File: src/rtl/whack_pkg.sv
// Shared types and defaults for the Whack game blocks (scheduler, display, LFSR users).
package whack_pkg;

    typedef enum logic [1:0] {IDLE, GAP, UP, DONE} state_t;

    // Galois form of x^8 + x^6 + x^5 + x^4 + 1, shifting right
    localparam logic [7:0] LFSR_TAPS = 8'hB8;

    localparam int DEF_NUM_HOLES   = 8;
    localparam int DEF_ON_TICKS    = 3;
    localparam int DEF_GAP_TICKS   = 1;
    localparam int DEF_ROUND_TICKS = 60;

    function automatic logic [7:0] lfsr_step(input logic [7:0] s);
        return (s >> 1) ^ (s[0] ? LFSR_TAPS : 8'h00);
    endfunction

endpackage

File: src/rtl/whack_lfsr.sv
// Free-running 8-bit Galois LFSR; advances every clock, SEED restored on reset.
module whack_lfsr
    import whack_pkg::*;
#(
    parameter logic [7:0] SEED = 8'hA5
) (
    input  logic       clk,
    input  logic       rst,
    output logic [7:0] value
);

    always_ff @(posedge clk or posedge rst) begin
        if (rst) value <= SEED;
        else     value <= lfsr_step(value);
    end

endmodule

File: src/rtl/mole_scheduler.sv
// Whack round sequencer: pops moles on pseudo-random holes, scores hits and
// runs the round countdown, all paced by the rate-divider tick.
module mole_scheduler
    import whack_pkg::*;
#(
    parameter int         NUM_HOLES   = DEF_NUM_HOLES,
    parameter int         ON_TICKS    = DEF_ON_TICKS,
    parameter int         GAP_TICKS   = DEF_GAP_TICKS,
    parameter int         ROUND_TICKS = DEF_ROUND_TICKS,
    parameter logic [7:0] SEED        = 8'hA5
) (
    input  logic                 ClockIn,
    input  logic                 Reset,
    input  logic                 Tick,
    input  logic                 Start,
    input  logic [NUM_HOLES-1:0] Hit,
    output logic [NUM_HOLES-1:0] MoleMask,
    output logic [7:0]           Score,
    output logic [7:0]           TimeLeft,
    output logic                 HitAck,
    output logic                 Active,
    output logic                 GameOver
);

    localparam int HW = $clog2(NUM_HOLES);

    state_t               state, state_nxt;
    logic [3:0]           gap_cnt, gap_nxt;
    logic [3:0]           up_cnt, up_nxt;
    logic [HW-1:0]        hole, hole_nxt;
    logic [HW-1:0]        cand, pick;
    logic [7:0]           lfsr;
    logic [7:0]           time_nxt, score_nxt;
    logic [NUM_HOLES-1:0] mask_nxt;
    logic                 ack_nxt;

    whack_lfsr #(.SEED(SEED)) u_lfsr (
        .clk   (ClockIn),
        .rst   (Reset),
        .value (lfsr)
    );

    // hole also serves as "previous hole"; stepping off it forbids repeats
    assign cand = HW'(lfsr % 8'(NUM_HOLES));
    assign pick = (cand == hole) ? cand + HW'(1) : cand;

    always_comb begin
        state_nxt = state;
        gap_nxt   = gap_cnt;
        up_nxt    = up_cnt;
        hole_nxt  = hole;
        time_nxt  = TimeLeft;
        score_nxt = Score;
        mask_nxt  = MoleMask;
        ack_nxt   = 1'b0;

        case (state)
            IDLE, DONE: begin
                if (Start) begin
                    state_nxt = GAP;
                    time_nxt  = 8'(ROUND_TICKS);
                    score_nxt = '0;
                    gap_nxt   = 4'(GAP_TICKS);
                    mask_nxt  = '0;
                end
            end
            GAP: begin
                if (Tick) begin
                    if (gap_cnt == 4'd1) begin
                        state_nxt = UP;
                        hole_nxt  = pick;
                        up_nxt    = 4'(ON_TICKS);
                        mask_nxt  = NUM_HOLES'(1) << pick;
                    end else begin
                        gap_nxt = gap_cnt - 4'd1;
                    end
                end
            end
            UP: begin
                if (Hit[hole]) begin
                    score_nxt = (Score == 8'hFF) ? Score : Score + 8'd1;
                    ack_nxt   = 1'b1;
                    mask_nxt  = '0;
                    state_nxt = GAP;
                    gap_nxt   = 4'(GAP_TICKS);
                end else if (Tick) begin
                    if (up_cnt == 4'd1) begin
                        mask_nxt  = '0;
                        state_nxt = GAP;
                        gap_nxt   = 4'(GAP_TICKS);
                    end else begin
                        up_nxt = up_cnt - 4'd1;
                    end
                end
            end
            default: ;
        endcase

        // Round expiry wins; a mole that never showed must not become the previous hole
        if (Tick && (state == GAP || state == UP)) begin
            if (TimeLeft == 8'd1) begin
                state_nxt = DONE;
                time_nxt  = '0;
                mask_nxt  = '0;
                hole_nxt  = hole;
            end else begin
                time_nxt = TimeLeft - 8'd1;
            end
        end
    end

    always_ff @(posedge ClockIn or posedge Reset) begin
        if (Reset) begin
            state    <= IDLE;
            gap_cnt  <= '0;
            up_cnt   <= '0;
            hole     <= '0;
            TimeLeft <= '0;
            Score    <= '0;
            MoleMask <= '0;
            HitAck   <= 1'b0;
            Active   <= 1'b0;
            GameOver <= 1'b0;
        end else begin
            state    <= state_nxt;
            gap_cnt  <= gap_nxt;
            up_cnt   <= up_nxt;
            hole     <= hole_nxt;
            TimeLeft <= time_nxt;
            Score    <= score_nxt;
            MoleMask <= mask_nxt;
            HitAck   <= ack_nxt;
            Active   <= (state_nxt == GAP) || (state_nxt == UP);
            GameOver <= (state_nxt == DONE);
        end
    end

endmodule

File: config.mk
export PLATFORM = sky130hd
export DESIGN_NAME = mole_scheduler
export DESIGN_NICKNAME = d
export VERILOG_FILES = /design/src/rtl/whack_pkg.sv /design/src/rtl/whack_lfsr.sv /design/src/rtl/mole_scheduler.sv
export SDC_FILE = /design/constraint.sdc
export NUM_CORES = 1
export LEC_CHECK = 0
export ABC_AREA = 0
export CORE_ASPECT_RATIO = 1.75
export CORE_MARGIN = 10
export CORE_UTILIZATION = 50
export CTS_CLUSTER_DIAMETER = 100
export DETAILED_ROUTE_END_ITERATION = 7
export PLACE_DENSITY_LB_ADDON = 0.15
export SYNTH_ARGS = -nofsm -noshare
export SYNTH_HDL_FRONTEND = slang
export SYNTH_SLANG_ARGS = --single-unit
File: constraint.sdc
create_clock -name ClockIn -period 4.55 [get_ports ClockIn]
set_input_delay 0.91 -clock ClockIn [delete_from_list [all_inputs] [get_ports ClockIn]]
set_output_delay 0.91 -clock ClockIn [all_outputs]
set_load 0.03 [all_outputs]
After elaboration in Yosys (flattened, before gate mapping)

Index checks and enable logic that the tools add are counted.

Register bits after elaboration: 48
Bits in latches: 0
RAM bits: 0
ROM bits: 0
Bits of input ports: 12
Output and inout bits: 27
Logic and storage cells: 105
Memories kept: 0

Add/subtract/negate cells: 5
$mul: 0
Div/mod/pow operators: 0
Magnitude comparators: 1
Eq/ne operators: 23
Shifts and indexed selects: 1
Mux-type cells: 50
Bitwise operators: 1
Reduce and logical (&&, ||, !) cells: 13

Operators with widths:

| operator                                          | count |
|---|---|
| two-way mux 8 bit                                 | 16 |
| two-way mux 4 bit                                 | 11 |
| case mux 8 bit (3 select lines)                   | 1 |
| != test 2 bit (second input constant)             | 10 |
| two-way mux 3 bit                                 | 6 |
| two-way mux 2 bit                                 | 8 |
| case mux 8 bit (2 select lines)                   | 1 |
| case mux 4 bit (3 select lines)                   | 1 |
| adder 8 x 1 -> 8 bit (second input constant)      | 1 |
| == test 2 bit (second input constant)             | 4 |
| == test 4 x 1 -> 1 bit (second input constant)    | 2 |
| == test 8 x 1 -> 1 bit (second input constant)    | 1 |
| == test 8 bit (second input constant)             | 1 |
| case mux 4 bit (2 select lines)                   | 1 |
| nonzero test 2 bit                                | 4 |
| << shifter 1 x 3 -> 8 bit (first input constant)  | 1 |
| subtractor 4 x 1 -> 4 bit (second input constant) | 2 |
| subtractor 8 x 1 -> 8 bit (second input constant) | 1 |
| bitwise XOR 7 x 8 -> 8 bit                        | 1 |
| != test 3 bit (second input constant)             | 2 |
| case mux 2 bit (3 select lines)                   | 1 |
| AND reduction 6 bit                               | 1 |
| AND reduction 5 bit                               | 1 |
| == test 2 x 1 -> 1 bit (second input constant)    | 2 |
| 11 further kinds                                  | 14 |

Depth between registers and ports, before layout

Word-level depth: 9
Gate-level depth with buffers: 9
Mapped depth without buffers: 8

Modules after synthesis

From an unflattened synthesis, not the netlist that was laid out.

Cells, all modules: 269
Area, all modules: 2,678.8 µm²

Modules (own cells, without submodules):

| module         | times used | cells an instance | area an instance (µm²) | seq. area each (µm²) |
|---|---|---|---|---|
| mole_scheduler | 1          | 257               | 2,443.6                | 1,001.0 |
| whack_lfsr     | 1          | 12                | 235.2                  | 205.2 |

Worst setup path after synthesis

No wires, ideal clock.

Path type: input-to-reg
From: in Hit[3]
To: reg Active
Setup time: 0.126 ns
Arrival: 2.359 ns
Required time: 4.424 ns
Path slack: 2.065 ns
Stages on the path: 7
Buffers on the path: 0
Path through: mux2_2 o22ai_2 or3_1 inv_1 a2111oi_0 o21ai_1 ha_1

Cells in the longest elaborated chain, start to end: 8
Elaborated cells between the ends (all ways): 9
Those cells by class: eq/ne (2); mux (6); reduce/logical (1)

Ends and longest elaborated chain:

| element                                                        | RTL line              | RTL |
|---|---|---|
| from (decl)                                                    | mole_scheduler.sv:16  | `input logic [NUM_HOLES-1:0] Hit,` |
| binary-select mux 1 bit (select 3 bit) (*)                     | mole_scheduler.sv:80  | `if (Hit[hole]) begin` |
| two-way mux 1 bit (implied by the code) (*)                    | mole_scheduler.sv:80  |  |
| two-way mux 2 bit (*)                                          | mole_scheduler.sv:80  |  |
| case mux 2 bit (3 select lines) (*)                            | mole_scheduler.sv:57  | `case (state)` |
| two-way mux 2 bit                                              | mole_scheduler.sv:101 | `if (TimeLeft == 8'd1) begin` |
| two-way mux 2 bit (*)                                          | mole_scheduler.sv:100 | `if (Tick && (state == GAP \|\| state == UP)) begin` |
| named net state_nxt[0]                                         | mole_scheduler.sv:27  | `state_t state, state_nxt;` |
| == test 2 x 1 -> 1 bit / == test 2 bit (equally long branches) | mole_scheduler.sv:133 | `Active <= (state_nxt == GAP) \|\| (state_nxt == UP);` |
| logical OR 1 bit (*)                                           | mole_scheduler.sv:133 |  |
| to (signal assigned)                                           | mole_scheduler.sv:133 |  |
| to (decl)                                                      | mole_scheduler.sv:21  | `output logic Active,` |

The timed path passes the listed nets; every way through them passes the cells marked *. The select of a mux whose other input is x is not followed.
A chain may end at the register's enable or synchronous reset.

Worst setup path after layout

From: in Tick
To: reg Active

Cells in the longest elaborated chain, start to end: 7
Elaborated cells between the ends (all ways): 10
Those cells by class: eq/ne (2); mux (6); reduce/logical (2)

Ends and longest elaborated chain:

| element                                                        | RTL line              | RTL |
|---|---|---|
| from (decl)                                                    | mole_scheduler.sv:14  | `input logic Tick,` |
| two-way mux 2 bit                                              | mole_scheduler.sv:86  | `end else if (Tick) begin` |
| two-way mux 2 bit                                              | mole_scheduler.sv:80  |  |
| case mux 2 bit (3 select lines)                                | mole_scheduler.sv:57  |  |
| two-way mux 2 bit                                              | mole_scheduler.sv:101 |  |
| two-way mux 2 bit (*)                                          | mole_scheduler.sv:100 |  |
| named net state_nxt[1]                                         | mole_scheduler.sv:27  |  |
| == test 2 x 1 -> 1 bit / == test 2 bit (equally long branches) | mole_scheduler.sv:133 |  |
| logical OR 1 bit (*)                                           | mole_scheduler.sv:133 |  |

The timed path passes the listed nets; every way through them passes the cells marked *.

==> metrics.md <==
| Metric | Value |
|---|---|
| Util after Layout | around three fifths |
| Post-DP HPWL | around 5.3 mm |
| Root buffer cell | clkbuf_8 |
| Worst min path class | flop to flop |
| CP cell instances | clkdlybuf4s50_1, buf_4, nor4bb_1, nor2_1, o21ai_1, a211oi_1, nand2b_1, ha_1 |
| Most frequent cells after synthesis | 44 x dfrtp_1, 27 x nand2_1, 21 x nor2_1, 19 x o21ai_0, 17 x a21oi_1 |
| Initial detailed-routing violation count | 111 |
| Count leader, synth | dfrtp_1 |
| Max Fclk | between 0.3 and 0.4 GHz |
| CP Launch Type | input port |
| Final period utilization | a little over three fifths |
| Number of synthesized flops with an enable pin | 0 |
| Top-area cell type share of the netlist area | approximately two fifths |
| Critical Path AT | between 3 and 4 ns |
| Fill cells | approximately 510 |
| Max-Cap Viols | 0 |
| Initial antenna violation count | 0 |
| Clock slew at reported path FFs | about 0.10 ns |
| Initial Util | around 51% |
| Max FO, Critical Path | 16 |
| Area contributors post-synth | dfrtp_1 39%, ha_1 4.8%, dfstp_2 3.7% |
| Port buffer count | 38 |
| Slowest Stage Delay on Critical Path | roughly 0.45 ns |
| H-Tree Level Count | 2 |
| Fin. max-slew vios | 0 |
| CTS tree | done |
| Die width | 77 µm |
| Vias in the first global route | approximately 2.5k |
| Global Route met1 Usage | approximately 16% |
| Syn avg cell area | ~9.3 µm² |
| Die Height | 120 µm |
| Slew margin rel. | 32.4% |
| GR peak layer | met2 |
| First-pass GRT wire length | ~12 mm |
| # DRC | 0 |
| CP Class | input port to flop |
| Fin nets | roughly 360 |
| Yosys cell types | between 50 and 60 |
| Ports | 39 |
| GRT overflow | 0 |
| Power Density | around 460 nW/µm² |
| Pre-CTS WS | 1.36 ns |
| Clk sinks | 48 |
| CP max-delay cell | clkdlybuf4s50_1 |
| Routed Antenna Nets | 0 |
| Synth-to-Final Area Change | 19.2% |
| Synth Flop Type | dfrtp_1 |
| 1st-pass router iterations | 4 |
| Status | completed |
| Global Route met2 Usage | roughly 30% |
| Tmin final | between 2 and 3 ns |
| Hold Buf Count CTS | 0 |
| Crit path buf inv count | 2 |
| Final setup vio count | 0 |
| Inserted Diodes | 0 |
| Worst-skew pair later-pin latency | 0.32 ns |
| FF+latch count, synth | 48 |
| Via count | ~2.5k |
| Clock tree buffer depth | 2 |
| Fin. Hold Viols | 0 |
| Worst vdd rail ir drop | around 270 µV |
| Mapped Cells | 305 |
| Num CTS Buffers | 5 |
| Setup TNS | 0 ns |
| Rows | 36 |
| Gpl congestion | 0.791 |
| Post-cts resize count | 0 |
| Pin count of the biggest net entering global routing | 49 |
| DRT Wirelength | roughly 7 mm |
| Slew of the pin with the lowest slew margin | just over 1 ns |
| Area leader, netlist | dfrtp_1 |
| Detailed-route vias per instance | 5.90 |
| Share of layout cells above drive strength 1 | 8.82% |
| Post-synth ARST share | 100% |
| Pwr Total | between 1.5 and 2 mW |
| Post-Syn Area | ~2800 µm² |
| Setup repair after global routing missed its margin | no |
| Die area | between 9000 and 10000 µm² |
| Drt wl/cell | between 15 and 20 µm |
| Crit-path leading delay family | simple AND/OR/NAND/NOR gates |
| Synth Warn # | 0 |
| Final worst slack | 1.70 ns |
| Mapped Nets | 328 |
| Met3 Track Usage GR | ~3.5% |
| Register area share after synthesis | between 40% and 50% |
| Core area | about 5500 µm² |
| Clock Skews | roughly 0.005 ns |
| Worst setup EP type | flop |
| Setup Fix Bufs, Post-CTS | 0 |
| GRT Total Usage | ~16% |
| Worst Path Required | about 4.8 ns |
| Leak Pwr | around 1.4 nW |
final timing paths:
check,startpoint,end,slack (ns),depth (start not counted)
min in group asynchronous,Reset,u_lfsr.value[3]$_DFF_PP0_,1.14,2
max,Tick,Active$_DFF_PP0_,1.70,8
max in group asynchronous,Reset,gap_cnt[3]$_DFFE_PP0P_,2.78,2
min reg2reg,u_lfsr.value[3]$_DFF_PP0_,u_lfsr.value[2]$_DFF_PP1_,0.37,0
max reg2reg,state[0]$_DFF_PP0_,Score[7]$_DFFE_PP0P_,1.89,7
min,u_lfsr.value[3]$_DFF_PP0_,u_lfsr.value[2]$_DFF_PP1_,0.37,0
worst register-to-register path: stages (launching register included):
cell and delay [ns]:
dfrtp_1 0.42, inv_1 0.06, ha_1 0.61, nor2b_1 0.57
nor2_1 0.18, nand2_1 0.34, nor4_1 0.11, a211o_1 0.27
power by group:
part           internal, mW  total (mW)  leakage [nW]  switching, mW
combinational         0.254       0.680         0.752          0.426
sequential            0.485       0.560         0.612         0.0758
clock                 0.166       0.328        0.0548          0.162
total                 0.904        1.57          1.42          0.664
placed cells by master (no fill, tap or decap), types with 3 or more instances in the layout:
cell	synthesis	final
dfrtp_1	44	44
clkdlybuf4s50_1	0	38
nand2_1	27	27
nor2_1	21	21
o21ai_0	19	19
a21oi_1	17	17
inv_1	16	15
nand3_1	12	12
ha_1	11	11
nand2b_1	10	10
nor3_1	9	9
nor2b_1	7	7
mux2_2	5	5
and3_1	5	5
or3_1	5	5
nor4_1	5	5
xor2_1	5	5
a32o_1	5	5
clkbuf_8	0	5
mux2i_1	4	4
o2bb2ai_1	4	4
o31ai_1	4	4
a31oi_1	4	4
dfstp_2	4	4
nand4_1	3	3
xnor2_1	3	3
o211ai_1	3	3
a22oi_1	3	3
o21ai_1	3	3
o41ai_1	3	3
metal layers:
layer	share of wire (%)	routed length, µm
met3	4.7	333
met2	55	3930
met5	0	0
met1	39	2760
met4	1.7	123
final cells by class:
cell class / count / area, µm² / area share [%]
Timing Repair Buffer: 40 / 395 / 11.7
Inverter: 16 / 60.1 / 1.77
Clock inverter: 3 / 46.3 / 1.37
Clock buffer: 5 / 68.8 / 2.03
Sequential cell: 48 / 1210 / 35.6
Tap cell: 76 / 95.1 / 2.81
Multi-Input combinational cell: 228 / 1520 / 44.8
metrics by stage:
stage | hold slack [ns] | std cells | area, µm²
3_5_place_dp | 0.348 | 408 | 3270
3_3_place_gp | 0.340 | 408 | 3270
6_report | 0.367 | 416 | 3390
4_1_cts | 0.370 | 416 | 3390
5_1_grt | 0.376 | 416 | 3390
2_1_floorplan | 0.333 | 305 | 2840
cell families (layout without fill, tap and decap cells):
logic type / Yosys count / in the layout / synth area share, %
adder cells (fa/ha/maj): 11 / 11 / 4.84
XOR/XNOR: 8 / 8 / 2.46
flip-flops: 48 / 48 / 42.4
AO/OA/AOI/OAI: 86 / 86 / 21.9
multiplexers: 9 / 9 / 3.39
AND/OR/NAND/NOR: 114 / 114 / 20.7
buffers and inverters: 29 / 64 / 4.23
registers in the layout, indices dropped and copies added (netlist names), 2 cells and up:
register and cells:
hole 3, state 2, u_lfsr.value 8, TimeLeft 8, Score 8, up_cnt 4, gap_cnt 4, MoleMask 8
Power figures use the tool's default switching activity.
